--- config.mk ---
export PLATFORM = sky130hd
export DESIGN_NAME = target_mem_ws
export DESIGN_NICKNAME = d
export VERILOG_FILES = /design/src/rtl/target_pkg.sv /design/src/rtl/target_mem_array.sv /design/src/rtl/target_mem_ws.sv
export SDC_FILE = /design/constraint.sdc
export NUM_CORES = 2
export LEC_CHECK = 0
export ABC_AREA = 1
export ABC_CLOCK_PERIOD_IN_PS = 3280
export CAP_MARGIN = 20
export CORE_MARGIN = 3
export CORE_UTILIZATION = 63
export DETAILED_ROUTE_END_ITERATION = 10
export HOLD_SLACK_MARGIN = 0.12
export PLACE_DENSITY = 0.81
export SETUP_SLACK_MARGIN = 0.2
export SLEW_MARGIN = 40
export SYNTH_ARGS = -nofsm -noshare
export SYNTH_HDL_FRONTEND = slang
export SYNTH_HIERARCHICAL = 1
export SYNTH_SLANG_ARGS = --single-unit
--- constraint.sdc ---
create_clock -name clk -period 3.28 [get_ports clk]
set_input_delay 0.656 -clock clk [delete_from_list [all_inputs] [get_ports clk]]
set_output_delay 0.656 -clock clk [all_outputs]
set_load 0.01 [all_outputs]
--- src/rtl/target_pkg.sv ---
// Shared types and helpers for the windowed memory target.
package target_pkg;

   localparam int ADDR_W = 16;

   typedef enum logic [1:0] {
      IDLE,
      WAIT_WDATA,
      RD_WAIT,
      WR_WAIT
   } target_state_e;

   // True when addr falls in the window of base; only bits above 'bits' are compared.
   function automatic logic win_hit(input logic [ADDR_W-1:0] addr,
                                    input logic [ADDR_W-1:0] base,
                                    input int bits);
      logic [ADDR_W-1:0] diff;
      diff = addr ^ base;
      return ((diff >> bits) == '0);
   endfunction

endpackage

--- src/rtl/target_mem_array.sv ---
// Word-addressed storage: synchronous write port, combinational read port, no reset.
module target_mem_array #(
   parameter int DATA_WIDTH = 8,
   parameter int ADDR_BITS  = 8
) (
   input  logic                  clk,
   input  logic                  we,
   input  logic [ADDR_BITS-1:0]  waddr,
   input  logic [DATA_WIDTH-1:0] wdata,
   input  logic [ADDR_BITS-1:0]  raddr,
   output logic [DATA_WIDTH-1:0] rdata
);

   logic [DATA_WIDTH-1:0] mem [2**ADDR_BITS];

   // Commit one word per clock when the controller asks for it.
   always_ff @(posedge clk) begin
      if (we) begin
         mem[waddr] <= wdata;
      end
   end

   assign rdata = mem[raddr];

endmodule

--- src/rtl/target_mem_ws.sv ---
// Memory-mapped bus target with window decode, programmable read/write wait
// states and a write-data timeout. Ready is high only while idle.
module target_mem_ws
   import target_pkg::*;
#(
   parameter int                DATA_WIDTH         = 8,
   parameter int                INTERNAL_ADDR_BITS = 8,
   parameter logic [ADDR_W-1:0] BASE_ADDR          = 16'h0000,
   parameter int                READ_LATENCY       = 0,
   parameter int                WRITE_LATENCY      = 0,
   parameter int                WDATA_TIMEOUT      = 15
) (
   input  logic                  clk,
   input  logic                  rst_n,
   input  logic [ADDR_W-1:0]     target_addr_in,
   input  logic                  target_addr_in_valid,
   input  logic [DATA_WIDTH-1:0] target_data_in,
   input  logic                  target_data_in_valid,
   input  logic                  target_rw,
   output logic [DATA_WIDTH-1:0] target_data_out,
   output logic                  target_data_out_valid,
   output logic                  target_ack,
   output logic                  target_err,
   output logic                  target_ready
);

   localparam int MAX_LAT = (READ_LATENCY > WRITE_LATENCY) ? READ_LATENCY : WRITE_LATENCY;
   localparam int MAX_CNT = (MAX_LAT > WDATA_TIMEOUT) ? MAX_LAT : WDATA_TIMEOUT;
   localparam int CNT_W   = $clog2(MAX_CNT + 1);

   // Counter reload values: the wait states count down to zero, the response
   // happens on the edge that sees zero.
   localparam logic [CNT_W-1:0] RD_LOAD  = CNT_W'((READ_LATENCY  > 0) ? READ_LATENCY  - 1 : 0);
   localparam logic [CNT_W-1:0] WR_LOAD  = CNT_W'((WRITE_LATENCY > 0) ? WRITE_LATENCY - 1 : 0);
   localparam logic [CNT_W-1:0] TMO_LAST = CNT_W'(WDATA_TIMEOUT - 1);

   target_state_e state;
   target_state_e state_next;

   logic [CNT_W-1:0]              cnt;
   logic [CNT_W-1:0]              cnt_next;
   logic [INTERNAL_ADDR_BITS-1:0] idx_q;
   logic [INTERNAL_ADDR_BITS-1:0] idx_next;
   logic [DATA_WIDTH-1:0]         wdata_q;
   logic [DATA_WIDTH-1:0]         wdata_next;

   logic [DATA_WIDTH-1:0]         dout_next;
   logic                          dov_next;
   logic                          ack_next;
   logic                          err_next;

   logic                          mem_we;
   logic [INTERNAL_ADDR_BITS-1:0] mem_waddr;
   logic [DATA_WIDTH-1:0]         mem_wdata;
   logic [INTERNAL_ADDR_BITS-1:0] mem_raddr;
   logic [DATA_WIDTH-1:0]         mem_rdata;

   logic                          hit;
   logic [INTERNAL_ADDR_BITS-1:0] addr_idx;

   assign hit          = win_hit(target_addr_in, BASE_ADDR, INTERNAL_ADDR_BITS);
   assign addr_idx     = target_addr_in[INTERNAL_ADDR_BITS-1:0];
   assign target_ready = (state == IDLE);

   target_mem_array #(
      .DATA_WIDTH (DATA_WIDTH),
      .ADDR_BITS  (INTERNAL_ADDR_BITS)
   ) u_mem (
      .clk   (clk),
      .we    (mem_we & rst_n),
      .waddr (mem_waddr),
      .wdata (mem_wdata),
      .raddr (mem_raddr),
      .rdata (mem_rdata)
   );

   // Next-state, counter, latch and response decisions for the current cycle.
   always_comb begin
      state_next = state;
      cnt_next   = cnt;
      idx_next   = idx_q;
      wdata_next = wdata_q;
      dout_next  = target_data_out;
      dov_next   = 1'b0;
      ack_next   = 1'b0;
      err_next   = 1'b0;
      mem_we     = 1'b0;
      mem_waddr  = idx_q;
      mem_wdata  = wdata_q;
      mem_raddr  = idx_q;

      case (state)
         IDLE: begin
            mem_raddr = addr_idx;
            mem_waddr = addr_idx;
            mem_wdata = target_data_in;
            if (target_addr_in_valid && hit) begin
               idx_next = addr_idx;
               if (!target_rw) begin
                  if (READ_LATENCY == 0) begin
                     dout_next = mem_rdata;
                     dov_next  = 1'b1;
                     ack_next  = 1'b1;
                  end else begin
                     state_next = RD_WAIT;
                     cnt_next   = RD_LOAD;
                  end
               end else if (target_data_in_valid) begin
                  wdata_next = target_data_in;
                  if (WRITE_LATENCY == 0) begin
                     mem_we   = 1'b1;
                     ack_next = 1'b1;
                  end else begin
                     state_next = WR_WAIT;
                     cnt_next   = WR_LOAD;
                  end
               end else begin
                  state_next = WAIT_WDATA;
                  cnt_next   = '0;
               end
            end
         end

         WAIT_WDATA: begin
            mem_wdata = target_data_in;
            if (target_data_in_valid) begin
               wdata_next = target_data_in;
               if (WRITE_LATENCY == 0) begin
                  mem_we     = 1'b1;
                  ack_next   = 1'b1;
                  state_next = IDLE;
                  cnt_next   = '0;
               end else begin
                  state_next = WR_WAIT;
                  cnt_next   = WR_LOAD;
               end
            end else if (cnt == TMO_LAST) begin
               err_next   = 1'b1;
               state_next = IDLE;
               cnt_next   = '0;
            end else begin
               cnt_next = cnt + CNT_W'(1);
            end
         end

         RD_WAIT: begin
            if (cnt == '0) begin
               dout_next  = mem_rdata;
               dov_next   = 1'b1;
               ack_next   = 1'b1;
               state_next = IDLE;
            end else begin
               cnt_next = cnt - CNT_W'(1);
            end
         end

         WR_WAIT: begin
            if (cnt == '0) begin
               mem_we     = 1'b1;
               ack_next   = 1'b1;
               state_next = IDLE;
            end else begin
               cnt_next = cnt - CNT_W'(1);
            end
         end

         default: begin
            state_next = IDLE;
            cnt_next   = '0;
         end
      endcase
   end

   // Register state, counters, latched request and the registered responses.
   always_ff @(posedge clk or negedge rst_n) begin
      if (!rst_n) begin
         state                 <= IDLE;
         cnt                   <= '0;
         idx_q                 <= '0;
         wdata_q               <= '0;
         target_data_out       <= '0;
         target_data_out_valid <= 1'b0;
         target_ack            <= 1'b0;
         target_err            <= 1'b0;
      end else begin
         state                 <= state_next;
         cnt                   <= cnt_next;
         idx_q                 <= idx_next;
         wdata_q               <= wdata_next;
         target_data_out       <= dout_next;
         target_data_out_valid <= dov_next;
         target_ack            <= ack_next;
         target_err            <= err_next;
      end
   end

endmodule

# Word-level counts from Yosys, hierarchy flattened

Memories as Yosys holds them, arrays and structs flattened.
Index checks and enable logic that the tools add are counted.

Bitwise gates (word level): 1
Reduce and logical (&&, ||, !) cells: 13
$add $sub $neg: 2
Equal/unequal tests: 12
Mux-type cells: 40

Operators by type and width:

| operator                                                                 | number |
|---|---|
| 8-bit two-way mux                                                        | 8 |
| 8-bit one-hot mux with 2 select lines                                    | 2 |
| 4-bit two-way mux                                                        | 6 |
| 16-bit zero test                                                         | 1 |
| 1-bit two-way mux                                                        | 13 |
| 2-bit two-way mux                                                        | 6 |
| 4-bit one-hot mux with 3 select lines                                    | 1 |
| 2-bit inequality test (second input constant)                            | 5 |
| 4-bit AND reduction                                                      | 2 |
| 1-bit one-hot mux with 3 select lines                                    | 2 |
| 2-bit one-hot mux with 3 select lines                                    | 1 |
| 5-bit AND reduction                                                      | 1 |
| 4-bit by 1-bit adder with 4-bit output (second input constant)           | 1 |
| 2-bit == test (second input constant)                                    | 2 |
| 4-bit == test (second input constant)                                    | 1 |
| 4-bit zero test                                                          | 1 |
| 2-bit by 1-bit inequality test with 1-bit output (second input constant) | 2 |
| 2-bit nonzero test                                                       | 2 |
| 2-bit OR reduction                                                       | 2 |
| 4-bit by 1-bit subtractor with 4-bit output (second input constant)      | 1 |
| 3-bit inequality test (second input constant)                            | 1 |
| 3-bit AND reduction                                                      | 1 |
| 2-bit by 1-bit == test with 1-bit output (second input constant)         | 1 |
| 2-bit zero test                                                          | 1 |
| 4 further kinds                                                          | 4 |

Memories: 1
Memory bits (writable): 2048
Register bits after elaboration: 33
Input bits: 29
Logic and storage cells: 77
Output and inout port bits: 12

Memory list:

| memory    | words | width | rd ports | clocked after Yosys merged registers in | write ports | RTL line               | text |
|---|---|---|---|---|---|---|---|
| u_mem.mem | 256   | 8     | 1        | 0                                       | 1           | target_mem_array.sv:14 | `logic [DATA_WIDTH-1:0] mem [2**ADDR_BITS];` |

# Depth between registers and ports, before layout

Word-level depth: 7
Mapped depth: 21
Depth with buffers taken out: 15

# Modules after synthesis

Netlist, hierarchy kept.

By module, submodules not included:

| module           | instances | seq. area each (µm²) | area an instance (µm²) | cells an instance |
|---|---|---|---|---|
| target_mem_array | 1         | 61499.0              | 83236.1                | 6995 |
| target_mem_ws    | 1         | 600.6                | 1223.7                 | 139 |

# Worst setup path after synthesis

No wires, ideal clock.

Kind: input to register
Start: input port target_addr_in[11]
End: memory u_mem.mem[162][0] (enable)
Buffers on the path: 3
Cell stages on the path: 10
Setup time: 0.370 ns
Required time: 2.910 ns
Path slack: 0.464 ns
Data arrival time: 2.446 ns
Cells stage by stage: nor2_2 -> nand3_2 -> nor2_4 -> buf_8 -> nor2_1 -> nor3_2 -> clkbuf_1 -> nand3_1 -> clkbuf_1 -> nor2_1

Word-level cells in the longest chain between the ends: 7

Ends and longest elaborated chain:

| element                                 | RTL line               | text |
|---|---|---|
| start: declaration                      | target_mem_ws.sv:15    | `input logic [ADDR_W-1:0] target_addr_in,` |
| 16-bit zero test                        | target_pkg.sv:19       | `return ((diff >> bits) == '0);` |
| 1-bit logical AND                       | target_mem_ws.sv:97    | `if (target_addr_in_valid && hit) begin` |
| 1-bit two-way mux                       | target_mem_ws.sv:97    |  |
| 1-bit one-hot mux with 3 select lines   | target_mem_ws.sv:92    | `case (state)` |
| 1-bit AND                               | target_mem_ws.sv:70    | `.we (mem_we & rst_n),` |
| 1-bit two-way mux                       | target_mem_array.sv:18 | `if (we) begin` |
| 1-bit two-way mux (not written as such) | target_mem_array.sv:19 | `mem[waddr] <= wdata;` |
| end: declaration                        | target_mem_array.sv:14 |  |

No other way between the ends.

# Worst setup path in the final report

Start: register state[0]
End: register target_data_out[7]

Word-level cells in the longest chain between the ends: 6
Elaborated cells between the ends (all ways): 13
Classes of those cells: eq/ne: 4; mux: 5; reduce/logical: 3; memory: 1

Ends and longest elaborated chain:

| element                                   | RTL line             | text |
|---|---|---|
| start: declaration                        | target_mem_ws.sv:37  | `target_state_e state;` |
| start signal: assignment                  | target_mem_ws.sv:186 | `state <= state_next;` |
| 2-bit zero test (*)                       | target_mem_ws.sv:92  |  |
| 8-bit two-way mux (*)                     | target_mem_ws.sv:92  |  |
| via mem_raddr[0]                          | target_mem_ws.sv:55  | `logic [INTERNAL_ADDR_BITS-1:0] mem_raddr;` |
| memory 256 x 8 bit (*)                    | n/a                  |  |
| 8-bit two-way mux                         | target_mem_ws.sv:99  | `if (!target_rw) begin` |
| 8-bit two-way mux                         | target_mem_ws.sv:97  |  |
| 8-bit one-hot mux with 2 select lines (*) | target_mem_ws.sv:92  |  |
| via dout_next[7]                          | target_mem_ws.sv:47  | `logic [DATA_WIDTH-1:0] dout_next;` |
| end signal: assignment                    | target_mem_ws.sv:190 | `target_data_out <= dout_next;` |
| end: declaration                          | target_mem_ws.sv:20  | `output logic [DATA_WIDTH-1:0] target_data_out,` |

The timed path passes the listed nets; every way through them passes the cells marked *. The select of a mux whose other input is x is not followed.
A chain may end at the register's enable or synchronous reset.

==> metrics.cfg <==
[place]
dp.cells=9096
routabilityCongestion=0.934
portBuffers=40
place.detailed.hpwl_mm=143
dpl_cell_area_um2=91300

[clock_network]
cts_buffer_depth=3
clkLatencyLatePin_ns=0.83
cts_tree=yes
clk_pin_slew_worst_paths_ns=0.06
cts.sinks=2072
cts_root_buf=clkbuf_16
numCtsBuffers=198
cts_max_level=4
holdBufCountCts=0

[critical_path]
worstPathArrival_ns=3.83
path_max_fanout=13
crit_required_ns=4.00
critPathKind=reg -> reg
cp-start-kind=flip-flop
setup.worst_path.end_class=flip-flop
crit_path_frequent_cell=nand3_1
max_stage_delay_ns=0.47
worst-path-buf-inv=4
cp_slowest_cell=dfrtp_2
crit_chain=o21ai_4 -> buf_12 -> clkinv_16 -> buf_12 -> buf_12 -> nand2_1 -> nand3_1 -> nand3_1 -> nand3_1 -> nand3_1 -> nand3_1 -> nand3_1 -> nand2_1 -> nand2_2 -> nand2_1 -> nand4_1 -> nand2_1
critical_path.top_delay_family=simple AND/OR/NAND/NOR gates

[logic_synthesis]
synth_xor_area_share_pct=0.0207
muxShareOfSynthArea_pct=0
yosysTopAreaCell=edfxtp_1
synth_top_family_by_area=simple AND/OR/NAND/NOR gates
synth_compound_area_share_pct=0.145
yosysTopAreaCellShare_pct=72.8
ys.flop_type=edfxtp_1
syn-num-nets=7165
synthCells=7134
synth_seq_area_share_pct=73.5
yosys_warnings=6
synthSimpleGateAreaFrac_pct=23.1
synth_area_per_cell_um2=11.8
async_flop_share_pct=1.16
yosys.area_share.adder_pct=0.0296
syn_area_um2=84500
synth_edf_count=2048
synthTopCellsByArea=edfxtp_1 73%, nand3_1 12%, nand2_1 9.6%
synth_cell_type_count=31
ys_seq_elements=2072

[global_routing]
use_met2_pct=54.5
antenna_found_initial=7
grt.met1_usage_pct=45.2
first_global_vias=58900
grt_max_degree=95
grt_pass1_wl_mm=357
grt_overflow=0
grtUsageTotal_pct=34.5
top_usage_layer=met2
met3_usage_pct=7.84

[floorplan]
row_count=133
start_util_pct=63.8
die_area_um2=138000
die_y_um=372
io_pins=41
core_um2=132000
dieWidth_um=372

[pwr]
peakVddDrop_uv=661
p_leak_nw=35.8
p_per_area_nw_per_um2=569

[drt]
first_pass_iters=7
via_per_inst=6.49
ant_nets=0
drt-initial-drc-count=10200
drt-total-wl_mm=243
dr_total_vias=61600
wire_per_inst_um=25.6
drc=0

[timing]
relSlewSlack_pct=41.5
slew_violations=0
finClkSkew_ns=0.0428
hold_viol=0
period_share_pct=95.0
fmax_ghz=0.321
setup_viol=0
min_period_ns=3.12
tightest_slew_ns=0.874
rsz0062_at_grt=yes

[run_status]
status=finished, final reports clean

[finish]
fin_nets=7590
fin_cells=9490
layout_common_cells=2,164 x nand2_1, 2,048 x edfxtp_1, 1,980 x nand3_1
multi_input_area_um2=20000
layout_commonest_cell=nand2_1
num-fill-cells=7570
area_growth_pct=16.8
seq_area_um2=62100
fin_area_um2=98600
drive_above_1_share_pct=13.8

[run]
max-cap-violations=0

[worst_hold_path]
holdCritPathClass=in -> reg

## layer usage
metal | up-vias | routed length [µm] | part of all wire, %
li1 | 26200 | - | -
met1 | 29300 | 81900 | 34
met2 | 5160 | 115000 | 47
met3 | 969 | 32500 | 13
met4 | 10 | 13800 | 5.7
met5 | - | 104 | 0.043
## flip-flops by register name, indices dropped and copies added (netlist names)
register and flops:
idx_q 8, target_ack 1, state 1, cnt 4, target_data_out 8, target_data_out_valid 1
u_mem/mem 2048, target_err 1
## worst paths after layout
path                              startpoint                 end  slack, ns  depth (start not counted)
min in group asynchronous              rst_n              cnt[3]       0.27                          2
min                        target_data_in[3]   u_mem/mem[245][3]       0.26                          1
min reg2reg                         idx_q[5]            idx_q[5]       0.49                          2
max reg2reg                         state[0]  target_data_out[7]       0.16                         17
max in group asynchronous              rst_n            state[0]       2.71                          2
max                                 state[0]  target_data_out[7]       0.16                         17
## synthesized netlist by cell type, types with 3 or more instances
cell type  count
buf_1         40
dfrtp_1       24
nand2_1     2168
inv_1         47
buf_4         46
buf_6         18
o21ai_2        8
nand4_1        8
inv_2          4
edfxtp_1    2048
nor2_2         3
clkbuf_1     112
nor2_1       291
nand3_1     2021
o21ai_0        8
buf_2        270
## stage by stage
step                total power, mW  setup WS (ns)  utilization (%)  setup TNS [ns]  hold WS, ns
floorplan                      31.4          0.464                -               0        0.360
global placement               33.0         -0.417             69.0          -31.52        0.465
detailed placement             33.1         -0.469             69.0          -56.26        0.469
CTS                            55.9          0.186             74.1               0        0.246
global route                   57.4          0.112             74.5               0        0.268
finish                         56.1          0.162             74.6               0        0.256
## cell families after synthesis
kind of cell	after synthesis
simple gates	4500
flops	2072
buf+inv	540
compound gates	18
xor+xnor	2
fa+ha+maj	2
## final cells by class
cell class | count | share of cell area [%]
clock inverter | 132 | 1.44
antenna | 8 | 0.0203
timing repair inverter | 1 | 0.0114
tap | 1755 | 2.23
inverter | 52 | 0.245
multi-input combinational | 4522 | 20.3
clock buffer | 236 | 5.28
timing repair buffer | 712 | 7.56
sequential | 2072 | 63.0
## power by group
group | total (mW) | leakage (nW) | switching (mW) | internal (mW)
logic | 3.77 | 13.8 | 2.63 | 1.14
clock network | 23.2 | 3.24 | 9.92 | 13.3
registers | 29.1 | 18.7 | 0.00850 | 29.1
## worst reg2reg max path, stage by stage (launching register included)
cell,delay [ns]
dfrtp_2,0.47
o21ai_4,0.26
buf_12,0.25
clkinv_16,0.16
buf_12,0.22
buf_12,0.15
nand2_1,0.07
nand3_1,0.09
nand3_1,0.14
nand3_1,0.13
nand3_1,0.19
nand3_1,0.18
nand3_1,0.17
nand2_1,0.10
nand2_2,0.18
nand2_1,0.09
nand4_1,0.09
nand2_1,0.05
## what timing repair did
action	4_1_cts	5_1_grt
gates cloned	0	9
pin swaps	0	3
hold endpoints to repair	0	0
resized for setup	6	68
setup endpoints to repair	17	29
buffers inserted	2	7
Note: power is estimated with default switching activity, not from simulation.
